==> config.mk <==
export PLATFORM = sky130hd
export DESIGN_NAME = rr_stream_mux2_flat
export DESIGN_NICKNAME = d
export VERILOG_FILES = /design/src/rtl/rr_stream_mux2_if.sv /design/src/rtl/rr_stream_mux2.sv /design/src/flat_wrapper.sv
export SDC_FILE = /design/constraint.sdc
export NUM_CORES = 1
export LEC_CHECK = 0
export CORE_MARGIN = 2
export CORE_UTILIZATION = 38
export DETAILED_ROUTE_END_ITERATION = 12
export PLACE_DENSITY = 0.75
export SLEW_MARGIN = 20
export SYNTH_ARGS = -nofsm -noshare
export SYNTH_HDL_FRONTEND = slang
export SYNTH_SLANG_ARGS = --single-unit
==> constraint.sdc <==
create_clock -name clk -period 3.2 [get_ports clk]
set_input_delay 0.32 -clock clk [delete_from_list [all_inputs] [get_ports clk]]
set_output_delay 0.32 -clock clk [all_outputs]
set_load 0.05 [all_outputs]
==> src/rtl/rr_stream_mux2_if.sv <==
// Handshake bundle for the two-producer round-robin stream mux.
// The mux side uses the slave modport; producers and the consumer sit on master.
interface rr_stream_mux2_if #(
  parameter int WIDTH = 8
);
  logic [WIDTH-1:0] i0_data;
  logic             i0_valid;
  logic             i0_last;
  logic             i0_ready;
  logic [WIDTH-1:0] i1_data;
  logic             i1_valid;
  logic             i1_last;
  logic             i1_ready;
  logic [WIDTH-1:0] y_data;
  logic             y_valid;
  logic             y_last;
  logic             y_ready;

  modport master (
    output i0_data, i0_valid, i0_last,
    output i1_data, i1_valid, i1_last,
    output y_ready,
    input  i0_ready, i1_ready,
    input  y_data, y_valid, y_last
  );

  modport slave (
    input  i0_data, i0_valid, i0_last,
    input  i1_data, i1_valid, i1_last,
    input  y_ready,
    output i0_ready, i1_ready,
    output y_data, y_valid, y_last
  );
endinterface

==> src/rtl/rr_stream_mux2.sv <==
// Two-input packet-aware round-robin stream mux with a registered output beat.
// A granted packet keeps the channel until its last beat is accepted.
module rr_stream_mux2 #(
  parameter int WIDTH = 8
) (
  input  logic            clk,
  input  logic            rst_n,
  rr_stream_mux2_if.slave bus,
  output logic            sel,
  output logic            busy
);

  localparam logic [1:0] IDLE  = 2'd0;
  localparam logic [1:0] LOCK0 = 2'd1;
  localparam logic [1:0] LOCK1 = 2'd2;

  logic [1:0]       state;
  logic             prio;
  logic [WIDTH-1:0] y_data_q;
  logic             y_valid_q;
  logic             y_last_q;

  logic             load_ok;
  logic             acc;
  logic             sel_valid;
  logic             sel_last;
  logic             sel_ready;
  logic [WIDTH-1:0] sel_data;

  // A lone requester in IDLE wins outright; otherwise prio decides.
  always_comb begin
    sel = prio;
    case (state)
      LOCK0:   sel = 1'b0;
      LOCK1:   sel = 1'b1;
      default: begin
        if (bus.i0_valid != bus.i1_valid) sel = bus.i1_valid;
        else                              sel = prio;
      end
    endcase
  end

  assign load_ok = !y_valid_q || bus.y_ready;

  // Readies are gated by rst_n so nothing is accepted while reset is held.
  assign bus.i0_ready = rst_n && load_ok && !sel && (state != LOCK1);
  assign bus.i1_ready = rst_n && load_ok &&  sel && (state != LOCK0);

  assign sel_valid = sel ? bus.i1_valid : bus.i0_valid;
  assign sel_last  = sel ? bus.i1_last  : bus.i0_last;
  assign sel_data  = sel ? bus.i1_data  : bus.i0_data;
  assign sel_ready = sel ? bus.i1_ready : bus.i0_ready;
  assign acc       = sel_valid && sel_ready;

  assign busy = (state == LOCK0) || (state == LOCK1);

  assign bus.y_data  = y_data_q;
  assign bus.y_valid = y_valid_q;
  assign bus.y_last  = y_last_q;

  always_ff @(posedge clk or negedge rst_n) begin
    if (!rst_n) begin
      state     <= IDLE;
      prio      <= 1'b0;
      y_data_q  <= '0;
      y_valid_q <= 1'b0;
      y_last_q  <= 1'b0;
    end else begin
      if (acc) begin
        y_data_q  <= sel_data;
        y_last_q  <= sel_last;
        y_valid_q <= 1'b1;
        // Finishing a packet hands the next tie-break to the other input.
        if (sel_last) begin
          state <= IDLE;
          prio  <= ~sel;
        end else begin
          state <= sel ? LOCK1 : LOCK0;
        end
      end else if (bus.y_ready) begin
        y_valid_q <= 1'b0;
      end
    end
  end

endmodule

==> src/flat_wrapper.sv <==
// flat-port wrapper written by rule: the top's interface ports become plain ports
module rr_stream_mux2_flat 
#(
  parameter int WIDTH = 8
)
  (clk, rst_n, sel, busy, bus_i0_data, bus_i0_valid, bus_i0_last, bus_i1_data, bus_i1_valid, bus_i1_last, bus_y_ready, bus_i0_ready, bus_i1_ready, bus_y_data, bus_y_valid, bus_y_last);
  rr_stream_mux2_if #(.WIDTH(WIDTH)) bus_i ();
  input  logic clk;
  input  logic rst_n;
  output logic sel;
  output logic busy;
  input wire logic [$bits(bus_i.i0_data)-1:0] bus_i0_data;
  input wire logic [$bits(bus_i.i0_valid)-1:0] bus_i0_valid;
  input wire logic [$bits(bus_i.i0_last)-1:0] bus_i0_last;
  input wire logic [$bits(bus_i.i1_data)-1:0] bus_i1_data;
  input wire logic [$bits(bus_i.i1_valid)-1:0] bus_i1_valid;
  input wire logic [$bits(bus_i.i1_last)-1:0] bus_i1_last;
  input wire logic [$bits(bus_i.y_ready)-1:0] bus_y_ready;
  output wire logic [$bits(bus_i.i0_ready)-1:0] bus_i0_ready;
  output wire logic [$bits(bus_i.i1_ready)-1:0] bus_i1_ready;
  output wire logic [$bits(bus_i.y_data)-1:0] bus_y_data;
  output wire logic [$bits(bus_i.y_valid)-1:0] bus_y_valid;
  output wire logic [$bits(bus_i.y_last)-1:0] bus_y_last;
  assign bus_i.i0_data = bus_i0_data;
  assign bus_i.i0_valid = bus_i0_valid;
  assign bus_i.i0_last = bus_i0_last;
  assign bus_i.i1_data = bus_i1_data;
  assign bus_i.i1_valid = bus_i1_valid;
  assign bus_i.i1_last = bus_i1_last;
  assign bus_i.y_ready = bus_y_ready;
  assign bus_i0_ready = bus_i.i0_ready;
  assign bus_i1_ready = bus_i.i1_ready;
  assign bus_y_data = bus_i.y_data;
  assign bus_y_valid = bus_i.y_valid;
  assign bus_y_last = bus_i.y_last;
  rr_stream_mux2 #(.WIDTH(WIDTH)) u_core (.clk(clk), .rst_n(rst_n), .bus(bus_i), .sel(sel), .busy(busy));
endmodule
-- Word-level counts from Yosys, hierarchy flattened
Index checks and enable logic that the tools add are counted.
- register bits after elaboration: 13
- logic and storage cells: 33
- equal/unequal tests: 5
- multiplexer cells: 10
- bitwise gates (word level): 1
- reductions and logical operators: 12
- operator list (cell ; count):
    $mux 8 ; 1
    $logic_and 1x1->1 ; 6
    $mux 1 ; 6
    $mux 2 ; 2
    $eq 2x1->1 const B ; 1
    $eq 2x2->1 const B ; 1
    $logic_not 1->1 ; 2
    $logic_or 1x1->1 ; 2
    $ne 2x1->1 const B ; 1
    $ne 2x2->1 const B ; 1
    $pmux 1 s2 ; 1
    $reduce_and 2->1 ; 1
    $reduce_bool 2->1 ; 1
    $ne 1x1->1 ; 1
    $not 1->1 ; 1

-- Depth between registers and ports, before layout
Gate-level depths: netlist of run 1.
- depth after elaboration: 9
- mapped depth: 8

-- Least setup slack after synthesis of run 1
Ideal clock, no wire load.
- path kind: register -> output
- from: reg u_core.state[0]
- to: out bus_i1_ready
- arrival: 2646 ps
- path slack: 234 ps
- cell stages (with the launch flop): 8
- path buffers: 1
- cells stage by stage: dfrtp_1 inv_1 ha_1 inv_1 o2bb2ai_1 buf_2 inv_2 nor3_1
- cells in the longest elaborated chain, start to end: 4
- elaborated cells between the ends (all ways): 6
- those cells by class: eq/ne: 3; mux: 1; reduce/logical: 2
- RTL lines (element ; RTL line ; source):
    start, declared ; rr_stream_mux2.sv:17 ; logic [1:0] state;
    start signal, assigned ; rr_stream_mux2.sv:78 ; state <= sel ? LOCK1 : LOCK0;
    $eq 2x2->1 or $eq 2x1->1 (tied branches) ; rr_stream_mux2.sv:33 ; case (state)
    $pmux 1 s2 ; rr_stream_mux2.sv:33 ;
    $logic_and 1x1->1 ; rr_stream_mux2.sv:47 ; assign bus.i1_ready = rst_n && load_ok && sel && (state != LOCK0);
    $logic_and 1x1->1 * ; rr_stream_mux2.sv:47 ;
    end, declared ; flat_wrapper.sv:20 ; output wire logic [$bits(bus_i.i1_ready)-1:0] bus_i1_ready;
Every way passes the cells marked *; elsewhere a longest branch is shown, timed or not.

-- Worst setup path in the final report of run 1
- from: reg u_core.state[0]
- to: out bus_i0_ready
- cells in the longest elaborated chain, start to end: 5
- elaborated cells between the ends (all ways): 7
- those cells by class: eq/ne: 3; mux: 1; reduce/logical: 3
- RTL lines (element ; RTL line ; source):
    $eq 2x2->1 or $eq 2x1->1 (tied branches) ; rr_stream_mux2.sv:33 ;
    $pmux 1 s2 ; rr_stream_mux2.sv:33 ;
    $logic_not 1->1 ; rr_stream_mux2.sv:46 ; assign bus.i0_ready = rst_n && load_ok && !sel && (state != LOCK1);
    $logic_and 1x1->1 ; rr_stream_mux2.sv:46 ;
    $logic_and 1x1->1 * ; rr_stream_mux2.sv:46 ;
    end, declared ; flat_wrapper.sv:19 ; output wire logic [$bits(bus_i.i0_ready)-1:0] bus_i0_ready;
Marked as above.

==> results of run 1 <==
[Yosys cell counts]
cell type,instances
nand2_1,2
nor3_1,2
mux2_4,8
o21ai_1,1
or2_1,1
a211oi_2,1
buf_2,1
and2b_1,1
nand2b_1,2
nor4_1,1
nor2b_1,1
buf_6,1
mux2_1,2
inv_2,1
a41oi_1,1
ha_1,3
o21ai_2,1
inv_1,3
mux2i_1,2
dfrtp_1,13
mux2_2,9
a21boi_1,1
nor2_1,3
a31oi_1,1
o2bb2ai_1,1
[logic make-up after synthesis]
logic type / after synthesis
multiplexers: 21
AND/OR/NAND/NOR: 13
flip-flops: 13
AO/OA/AOI/OAI: 7
buffers and inverters: 6
adder cells (fa/ha/maj): 3
[flip-flops by register name (all words and copies together) (netlist names)]
name / flops
u_core.bus.y_data: 8
u_core.state: 2
u_core.bus.y_last: 1
u_core.bus.y_valid: 1
u_core.prio: 1
[worst register-to-register path: cells and delay by family, from the launching register on]
kind                       cells  cell delay (ps)
muxes                          2              610
DFF                            1              370
AOI/OAI and AO/OA              2              480
adders and majority gates      1              320
buffers and inverters          2              330
[power breakdown]
part,switching [mW],internal (mW),leakage (nW)
sequential,0.0497,0.248,0.155
combinational,0.584,0.446,0.369
clock,0.0488,0.0482,0.0150
total,0.682,0.743,0.539
[metrics by stage]
step,instance area [um2],instances
after floorplan,783,63
after global placement,1190,127
after detailed placement,1190,127
after CTS,1220,131
after global routing,1220,131
final,1220,131
[routing by layer]
metal	routed length [um]	part of all wire, %	up-vias
met5	0	0	-
met4	0	0	0
met3	127	7.8	0
met2	784	48	29
met1	709	44	288
li1	-	-	308
[layout make-up]
cell class / instances / area, um2 / area share [%]
tap: 27 / 33.8 / 2.77
multi-input combinational: 44 / 427 / 35.0
clock buffer: 4 / 26.3 / 2.15
inverter: 4 / 15.0 / 1.23
sequential: 13 / 325 / 26.7
timing repair buffer: 39 / 393 / 32.2
[worst max path at each step]
stage | endpoint | cells past startpoint | slack, ps | startpoint
detailed placement | bus_i0_ready | 5 | 620 | bus_i0_valid
floorplan | bus_i1_ready | 7 | 230 | u_core.state[0]
finish | bus_i0_ready | 6 | 530 | u_core.state[0]
global placement | bus_i0_ready | 5 | 740 | bus_i0_valid
CTS | bus_i0_ready | 6 | 490 | u_core.state[0]
global route | bus_i0_ready | 6 | 400 | u_core.state[0]
==> run metrics, run 1 <==
status=complete, no violations; Mean Syn Cell Area=12.4 um2; CTS clk-pin slew, worst paths=80 ps; vias per inst=between 4 and 5; worst reg2reg setup slack=approximately 990 ps; Global Route Usage Sum=between 10% and 20%; Slew Viols, Final=0; Power per Cell Area=around 1200 nW/um2; worst r2r dst=u_core.bus.y_last; post-detail-place hpwl=1260 um; clk_lat worst skew=270 ps; Buf/Inv on CP=2; Yosys reg bits=13; Filler cells=about 170; Final period util=83.4%; # nets final=around 130; DRC viols=0; synth top area cells=dfrtp_1, mux2_4, mux2_2; Post-Synth Adder-Cell Area=4.79%; Num CTS Buffers=3; reg2reg path depth=7; max cap viols=0; multiplexer area fraction after synthesis=33.7%; initial antenna violation count=0; fin crit period=2670 ps; Cells after Synth=63; WL per Instance=12.4 um; Synth cell types=25; worst path arrival time=2350 ps; Lkg Pwr=0.539 nW; number of global-route vias before repair=670; pre-CTS setup slack=620 ps; first-pass GRT wire length=between 2000 and 3000 um; htree depth=1; required time worst endpoint=2880 ps; PostCTS Resize Cnt=0; TritonRoute pass-1 iters=1; skew final=5.94 ps; Root Buffer=clkbuf_4; I/O pins=37; CP peak stage delay=860 ps; RePlAce Congestion=0.745; vias=about 630; Top delay family on crit path=buffers and inverters; commonest non-fill, non-tap cell in the layout=clkdlybuf4s50_1; compound-cell area share of the yosys netlist=under 10%; Port Buffers=36; Tot Pwr=about 1.4 mW; Rel. slew slack=around two thirds; post-synthesis simple-gate area fraction=8.63%; Hold-fix buffers, CTS=0; CTS tree=built; # diodes=0; die area=2440 um2; post-detailed-route count of antenna-violating nets=0; most frequent cells in the layout=clkdlybuf4s50_1, dfrtp_1, mux2_2; M3 GR Usage=under 10%; type of the tightest min-delay check=input port to async pin; Setup Fix Bufs, Post-CTS=0; Most Used Layer, Global Route=met2; DRT iter0 DRCs=0; fmax=375 MHz; crit-path cells=inv_1 -> ha_1 -> o21ai_1 -> nor2_1 -> nor4_1 -> clkdlybuf4s50_1; Die Wd=49.4 um; GR Layer Usage met1=between 15 and 20%; Fin Hold WS=just under 400 ps; Worst setup EP type=output port; critical path peak fanout=3; M2 GR Usage=25.5%; Slowest cell on crit path=clkdlybuf4s50_1; Final WS setup=about 530 ps; clock tree buffer depth=2; critical path class=register to output port; Core Footprint=~2000 um2; final core occ=62.2%; Layout Area Growth over Synthesis=55.8%; largest family of logic cells by synthesized area=multiplexers; Detailed Route WL=1620 um; post-synth top area cell=dfrtp_1; row count=16; Syn Std Cell Area=783 um2; die height=about 49 um; GR Overflow Total=0; VDD IR max=a little over 0.0006 V; CTS sink count=13; ratio of cells with drive above 1 in the final layout=around 26%; worst-margin pin slew=510 ps; Synth Area in XOR/XNOR=0%; Setup TNS Final=0 ps; Starting Density=39.9%; Worst R2R Start=u_core.state[0]; Syn Nets=89; sequential fraction of the synthesis area=41.5%; Synth Warn #=0; RSZ-0062 raised after global routing=no; largest net degree at the start of global routing=14; Yosys top cell area share=41.5%; Setup crit start kind=register; Fin. Hold Viols=0; Setup-failing EPs final=0
(Power assumes the default switching activity.)
==> run 2: changes to the inputs <==
CORE_UTILIZATION = 36   (was 38)
clock period = 2.3 ns   (was 3.2 ns; I/O delays follow)
==> run 2 against run 1 <==
  * Sequential cell count unchanged
  * Die area rose by 5.1%
  * Global-route usage is 0.13 points lower
  * Power increased by 44%
  * Final cell count unchanged
  * First-iteration DRC count rose by 5
  * Via count down 0.16%
  * Non-clock buffer count did not move
==> run metrics, run 2 (synthesis results as in run 1) <==
register area=325 um2 (unchanged); RSZ-0062 raised after global routing=no; WL per Instance=12.3 um (-0.25%); post-detail-place hpwl=1260 um (+0.19%); DRC viols=0 (unchanged); ratio of cells with drive above 1 in the final layout=30.8% (+4.8 points); Num CTS Buffers=3 (unchanged); CTS tree=built; Slew Viols, Final=0 (unchanged); Rel. slew slack=66.8% (+0.89 points); area of the multi-input gates=444 um2 (+4.1%); VDD IR max=0.000965 V (+59%); CP peak stage delay=810 ps (-50 ps); pre-CTS setup slack=248 ps (-373 ps); clock tree buffer depth=2 (unchanged); Slowest cell on crit path=clkdlybuf4s50_1; Setup crit start kind=register; Detailed Route WL=1620 um (-0.25%); crit-path cells=inv_1 -> ha_1 -> inv_1 -> clkdlybuf4s50_1; first-pass GRT wire length=2930 um (+3.9%); fin crit period=2220 ps; type of the tightest min-delay check=input port to async pin; Port Buffers=36 (unchanged); Placed Area=1220 um2 (+2.6%); Global Route Usage Sum=14.9% (-0.13 points); Layout Area Growth over Synthesis=61.0%; reg2reg path depth=8 (+1); vias per inst=4.76 (-0.16%); critical path peak fanout=3 (unchanged); max cap viols=0 (unchanged); critical path class=register to output port; # diodes=0 (unchanged); skew final=5.35 ps (-0.594 ps); Core Footprint=2000 um2 (+2.0%); Hold-fix buffers, CTS=0 (unchanged); status=complete, no violations; fmax=450 MHz; die height=50.6 um (+2.5%); most frequent cells in the layout=clkdlybuf4s50_1, dfrtp_1, mux2_2; # nets final=131 (unchanged); I/O pins=37 (unchanged); max reg flops=8 (unchanged); post-detailed-route count of antenna-violating nets=0 (unchanged); Starting Density=39.1% (-0.80 points); commonest non-fill, non-tap cell in the layout=clkdlybuf4s50_1; largest net degree at the start of global routing=14 (unchanged); number of global-route vias before repair=697 (+4.0%); DRT iter0 DRCs=5 (+5); Final WS setup=78.2 ps (-454 ps); worst path arrival time=1990 ps (-360 ps); Die Wd=50.6 um (+2.5%); CP dominant cell by count=inv_1; initial antenna violation count=0 (unchanged); Setup TNS Final=0 ps (unchanged); vias=624 (-0.16%); Setup Fix Bufs, Post-CTS=0 (unchanged); htree depth=1 (unchanged); design area=1260 um2 (+3.4%); row count=16 (unchanged); Setup-failing EPs final=0 (unchanged); TritonRoute pass-1 iters=4 (+3); worst reg2reg setup slack=240 ps (-750 ps); Final period util=96.6%; CTS sink count=13 (unchanged); die area=2560 um2 (+5.1%); required time worst endpoint=2070 ps (-810 ps); Worst setup EP type=output port; Power per Cell Area=1630 nW/um2 (+40%); Root Buffer=clkbuf_4; RePlAce Congestion=0.767 (+3.0%); worst-margin pin slew=496 ps (-13.3 ps); Fin. Hold Viols=0 (unchanged); clk_lat worst skew=260 ps (about the same); GR Overflow Total=0 (unchanged); Lkg Pwr=0.557 nW (+3.3%); Filler cells=175 (+1.2%); CTS clk-pin slew, worst paths=80 ps (about the same)
[run 2: changes by cell type in the layout (fill, tap and decap cells not counted)]
| cell | delta |
|---|---|
| o2bb2ai_1 | -1 |
| nor4_2 | +1 |
| o2bb2ai_2 | +1 |
| nor3_1 | -1 |
| clkdlybuf4s50_1 | -2 |
| buf_12 | +2 |
| buf_4 | -1 |
| nor3_2 | +1 |
| nor4_1 | -1 |
| buf_6 | +1 |
[run 2: power breakdown]
part	internal, mW	switching, mW
clock network	0.0669	0.0695
logic	0.672	0.835
registers	0.346	0.0687
[run 2: worst max-delay path, delay by kind of cell, from the launching register on]
| kind | cells | cell delay, ps |
|---|---|---|
| buffers and inverters | 3 | 1010 |
| DFF | 1 | 380 |
| adders and majority gates | 1 | 330 |
[run 2: path summary, 6_finish.rpt]
kind,startpoint,to
min,rst_n,u_core.bus.y_data[2]
max,u_core.state[0],busy
max in group asynchronous,rst_n,u_core.bus.y_data[1]
min in group clk,u_core.bus.y_data[4],u_core.bus.y_data[4]
max reg2reg,u_core.state[0],u_core.bus.y_data[1]
min reg2reg,u_core.bus.y_data[4],u_core.bus.y_data[4]
[run 2: cell type report]
class	instances	share of cell area, %
repair buffers	39	33.0
inverters	4	1.19
flip-flops and latches	13	25.8
well taps	27	2.68
multi-input cells	44	35.2
clock buffers	4	2.08
[run 2: repair_timing]
action	4_1_cts	5_1_grt
setup endpoints to repair	0	1
resized for setup	0	2
endpoints found under the hold margin	0	0
[run 2: layer usage]
metal | wire (um) | GRT usage, % | vias up
met2 | 771 | 25.2 | 24
met5 | 0 | 0 | -
met1 | 740 | 18.8 | 294
li1 | - | - | 306
met4 | 0 | 2.70 | 0
met3 | 105 | 4.46 | 0
[run 2: metrics by stage]
step	total power, mW	hold slack, ps	util [%]	cells
after detailed placement	1.91	484	61.2	127
after global placement	1.90	484	61.2	127
after CTS	2.05	297	62.5	131
after global routing	2.18	326	63.0	131
final	2.06	291	63.0	131
after floorplan	1.45	-65.6	-	63
